`config.mk`:
```
export PLATFORM = sky130hd
export DESIGN_NAME = regfile_wb_arbiter
export DESIGN_NICKNAME = d
export VERILOG_FILES = /design/src/rtl/regfile_wb_arbiter.sv
export SDC_FILE = /design/constraint.sdc
export NUM_CORES = 1
export LEC_CHECK = 0
export BUFFER_PORTS_ARGS = -buffer_cell sky130_fd_sc_hd__buf_2
export CORE_UTILIZATION = 24
export DETAILED_ROUTE_END_ITERATION = 10
export PLACE_DENSITY = 0.47
export SLEW_MARGIN = 15
export SYNTH_ARGS = -nofsm -noshare
export SYNTH_HDL_FRONTEND = slang
export SYNTH_SLANG_ARGS = --single-unit
```
`constraint.sdc`:
```
create_clock -name clk -period 4.5 [get_ports clk]
set_input_delay 0.45 -clock clk [delete_from_list [all_inputs] [get_ports clk]]
set_output_delay 0.45 -clock clk [all_outputs]
set_load 0.05 [all_outputs]
```
`src/rtl/regfile_wb_arbiter.sv`:
```
// Round-robin arbiter for the register file write port with a busy scoreboard.
// Optional WB_BYPASS_EN macro enables the write-port bypass outputs.
module regfile_wb_arbiter #(
  parameter int NUM_REQ = 2,
  parameter int XLEN    = 32
) (
  input  logic                    clk,
  input  logic                    rst_n,
  input  logic [NUM_REQ-1:0]      req_valid,
  output logic [NUM_REQ-1:0]      req_ready,
  input  logic [NUM_REQ*5-1:0]    req_addr,
  input  logic [NUM_REQ*XLEN-1:0] req_data,
  input  logic                    rsv_valid,
  input  logic [4:0]              rsv_addr,
  input  logic                    flush,
  input  logic [4:0]              rd_ad1,
  input  logic [4:0]              rd_ad2,
  output logic                    busy1,
  output logic                    busy2,
  output logic                    we3,
  output logic [4:0]              ad3,
  output logic [XLEN-1:0]         wd3,
  output logic                    fwd1_valid,
  output logic                    fwd2_valid,
  output logic [XLEN-1:0]         fwd_data
);

  localparam int PW = (NUM_REQ > 1) ? $clog2(NUM_REQ) : 1;

  logic [PW-1:0]   rr_ptr;
  logic [31:0]     busy;
  logic [31:0]     busy_nxt;
  logic            gnt_any;
  logic [PW-1:0]   gnt_idx;
  logic [4:0]      gnt_addr;
  logic [XLEN-1:0] gnt_data;

  function automatic logic [PW-1:0] wrap(
    input logic [PW-1:0] p,
    input int            k
  );
    int s;
    s = int'(p) + k;
    if (s >= NUM_REQ) s = s - NUM_REQ;
    return PW'(s);
  endfunction

  // Search starts just after the last winner; reset holds every ready low.
  always_comb begin
    gnt_any = 1'b0;
    gnt_idx = '0;
    for (int k = 1; k <= NUM_REQ; k++) begin
      if (!gnt_any && req_valid[wrap(rr_ptr, k)]) begin
        gnt_any = 1'b1;
        gnt_idx = wrap(rr_ptr, k);
      end
    end
    gnt_any = gnt_any & rst_n;
  end

  always_comb begin
    req_ready = '0;
    gnt_addr  = '0;
    gnt_data  = '0;
    for (int i = 0; i < NUM_REQ; i++) begin
      if (gnt_any && gnt_idx == PW'(i)) begin
        req_ready[i] = 1'b1;
        gnt_addr     = req_addr[5*i +: 5];
        gnt_data     = req_data[XLEN*i +: XLEN];
      end
    end
  end

  // Release first so a same-edge reservation of the same register wins.
  always_comb begin
    busy_nxt = busy;
    if (gnt_any && gnt_addr != 5'd0)
      busy_nxt[gnt_addr] = 1'b0;
    if (flush)
      busy_nxt = '0;
    else if (rsv_valid && rsv_addr != 5'd0)
      busy_nxt[rsv_addr] = 1'b1;
    busy_nxt[0] = 1'b0;
  end

  always_ff @(posedge clk or negedge rst_n) begin
    if (!rst_n) begin
      rr_ptr <= PW'(NUM_REQ - 1);
      busy   <= '0;
    end else begin
      busy <= busy_nxt;
      if (gnt_any)
        rr_ptr <= gnt_idx;
    end
  end

  always_ff @(posedge clk or negedge rst_n) begin
    if (!rst_n) begin
      we3 <= 1'b0;
      ad3 <= '0;
      wd3 <= '0;
    end else if (gnt_any) begin
      we3 <= (gnt_addr != 5'd0);
      ad3 <= gnt_addr;
      wd3 <= gnt_data;
    end else begin
      we3 <= 1'b0;
    end
  end

  assign busy1 = busy[rd_ad1];
  assign busy2 = busy[rd_ad2];

`ifdef WB_BYPASS_EN
  assign fwd1_valid = we3 && ad3 == rd_ad1 && rd_ad1 != 5'd0;
  assign fwd2_valid = we3 && ad3 == rd_ad2 && rd_ad2 != 5'd0;
  assign fwd_data   = wd3;
`else
  assign fwd1_valid = 1'b0;
  assign fwd2_valid = 1'b0;
  assign fwd_data   = '0;
`endif

endmodule

```
==> flow_summary.json <==
{
  "drt_wl_total_mm": 12.4,
  "synthCells": 399,
  "syn2layout_area_growth_pct": 27.0,
  "crit_path_max_incr_delay_ns": 0.57,
  "syn_area_per_cell_um2": 10.2,
  "hold_buffers": 0,
  "final_antenna_net_count": 0,
  "status": "complete, no violations",
  "syn-cell-area_um2": 4070,
  "synth_compound_area_share_pct": 21.5,
  "skew_ns": 0.00420,
  "fmax_mhz": 380,
  "row_count": 47,
  "vias": 3655,
  "cts-htree-levels": 3,
  "muxShareOfSynthArea_pct": 9.23,
  "cts_resized": 0,
  "synth_area_leader_cell": "dfrtp_1",
  "grt_pass1_vias": 3495,
  "antenna_found_initial": 1,
  "synth.area.top_cells": "dfrtp_1 42%, a222oi_1 7.9%, o21ai_0 7.3%",
  "postLayoutSetupSlackWorst_ns": 1.87,
  "rr_endpoint": "busy[2]$_DFF_PN0_",
  "r2r_start": "rr_ptr$_DFFE_PN1P_",
  "worstSetupEndpointType": "output port",
  "synth_top_area_share_pct": 42.5,
  "internal_power_w": 0.00143,
  "path_delay_family": "buffers and inverters",
  "io_buffers": 136,
  "finalHoldViolations": 0,
  "cp.required_ns": 4.05,
  "clk_path_buf_depth": 2,
  "gp_congestion": 0.768,
  "crit_slowest_cell": "a21boi_1",
  "synthAdderAreaFrac_pct": 0,
  "clk_pin_slew_ns": 0.06,
  "ir_worst_vdd_uv": 196,
  "final_cell_mix": "135 x buf_2, 69 x dfrtp_1, 58 x o21ai_0",
  "rsz0062_at_grt": "no",
  "yosys.area_share.simple_pct": 13.3,
  "power_frac_comb_pct": 25.1,
  "crit_path_max_fanout": 34,
  "grt-ovfl-total": 0,
  "initial_utilization_pct": 24.5,
  "synth_ff_type": "dfrtp_1",
  "ff2ff_path_depth": 5,
  "max_cap_violations": 0,
  "pre_cts_slack_ns": 1.89,
  "numCtsBuffers": 9,
  "route.detailed.wl_per_inst_um": 16.5,
  "grt_pass1_wl_mm": 19.3,
  "rrSetupSlack_ns": 2.33,
  "vias_per_cell": 4.89,
  "cp_data_arrival_time_ns": 2.18,
  "synth-edff-count": 0,
  "grt_util_all_layers_pct": 14.4,
  "synth_top_family_by_area": "compound AO/OA/AOI/OAI gates",
  "crit_chain": "a21boi_1, and2_1, buf_4, buf_2",
  "pwr-share-clk_pct": 41.3,
  "swShare_pct": 33.5,
  "setup_violations": 0,
  "max_slew_margin_pct": 49.8,
  "drv_slew": 0,
  "die_h_um": 132,
  "fillers": 1763,
  "fin_crit_ns": 2.63,
  "ios": 171,
  "worst_slew_pin_slew_ns": 0.752,
  "die_w_um": 132,
  "synth_xor_area_share_pct": 0,
  "yosysSeqAreaShare_pct": 43.1,
  "drcViolationCount": 0,
  "async_flop_share_pct": 100,
  "hp-class": "in -> async",
  "yosys_warnings": 0,
  "dieArea_um2": 17500,
  "drive_gt1_share_pct": 31.3,
  "final_common_cell": "buf_2",
  "cts_sinks": 70,
  "critPathBufInv": 2,
  "root_buffer": "clkbuf_16",
  "drt_pre_antenna_iters": 5,
  "seqPwrFrac_pct": 33.7,
  "cp-start-kind": "flop",
  "fin_nets": 617,
  "fin_crit_sh_pct": 58.5,
  "clk_latency_ns": 0.34,
  "cts_setup_buffers": 0,
  "cts_tree": "done",
  "p_sw_w": 0.000720,
  "antenna_cells": 0,
  "power.leakage_nw": 2.55,
  "hpwl_mm": 9.16,
  "criticalPathCategory": "reg -> out",
  "grt_max_degree": 47,
  "drtIter0Drc": 297,
  "synth-seq-cells": 70,
  "finalSetupTns_ns": 0,
  "pwr_density_cell_nw_per_um2": 416,
  "ys_types": 40,
  "core_um2": 16600
}
-- worst reg2reg max path, cell delays in order, from the launching register on --
cell and delay [ns]:
dfstp_2 0.37, a21boi_1 0.57, a32o_1 0.30, nand3_1 0.33, o31ai_1 0.35, a21oi_1 0.09
-- per-layer routing --
layer  wire length, µm  GRT usage (%)  up-vias
met3              1040           3.88       15
met2              5460           21.8      200
met4               191           5.56        2
met1              5640           19.4     1758
li1                  -              -     1680
met5                16              0        -
-- area by class of cell --
class | instances | area [µm²] | share of cell area [%]
multi-input combinational | 266 | 1920 | 37.2
sequential | 70 | 1750 | 34.0
timing repair buffer | 140 | 713 | 13.8
tap | 220 | 275 | 5.33
clock buffer | 10 | 239 | 4.63
clock inverter | 6 | 133 | 2.57
inverter | 35 | 131 | 2.54
-- power by group through the flow --
| stage | clock network, W | registers [W] | logic (W) |
|---|---|---|---|
| 2_1_floorplan | 0 | 0.000907 | 0.000227 |
| 3_3_place_gp | 0 | 0.000734 | 0.000536 |
| 3_5_place_dp | 0 | 0.000730 | 0.000542 |
| 4_1_cts | 0.000903 | 0.000723 | 0.000540 |
| 5_1_grt | 0.000931 | 0.000730 | 0.000571 |
| 6_report | 0.000887 | 0.000723 | 0.000538 |
-- state kept, by name, indices dropped and copies added, names as in the netlist --
signal  flops
ad3         5
rr_ptr      1
we3         1
wd3        32
busy       31
-- metrics by stage --
stage	utilization, %	instances	hold WS (ns)	cell area (µm²)	total power [W]
floorplan	-	432	0.154	4190	0.00113
global placement	28.9	731	0.477	4790	0.00127
detailed placement	28.9	731	0.472	4790	0.00127
CTS	31.1	747	0.123	5160	0.00217
global route	31.1	747	0.148	5160	0.00223
finish	31.1	747	0.110	5160	0.00215
-- kinds of logic after synthesis --
kind of cell           Yosys count
multiplexers                    16
AO/OA/AOI/OAI                  122
flip-flops                      70
other                            1
buffers and inverters           96
AND/OR/NAND/NOR                 94
-- Yosys cell counts (3+ instances only) --
master,instances
dfrtp_1,69
o21ai_0,59
inv_1,35
buf_4,34
nor2b_1,33
a222oi_1,32
clkbuf_1,20
nand2_1,20
mux4_1,10
nand3_1,10
a32o_1,7
nand4_1,7
nor2_1,6
a32oi_1,5
nand4b_1,5
a21oi_1,4
buf_6,4
mux4_2,4
a31oi_1,3
buf_2,3
nand2b_1,3
o31ai_1,3
-- worst max-delay path by stage --
| stage | startpoint | endpoint | cells past startpoint |
|---|---|---|---|
| after floorplan | rd_ad1[1] | busy1 | 4 |
| after global placement | req_valid[0] | req_ready[1] | 5 |
| after detailed placement | req_valid[0] | req_ready[1] | 5 |
| after CTS | rr_ptr$_DFFE_PN1P_ | req_ready[1] | 4 |
| after global routing | rr_ptr$_DFFE_PN1P_ | req_ready[1] | 4 |
| final | rr_ptr$_DFFE_PN1P_ | req_ready[1] | 4 |
Note: power is estimated with default switching activity, not from simulation.
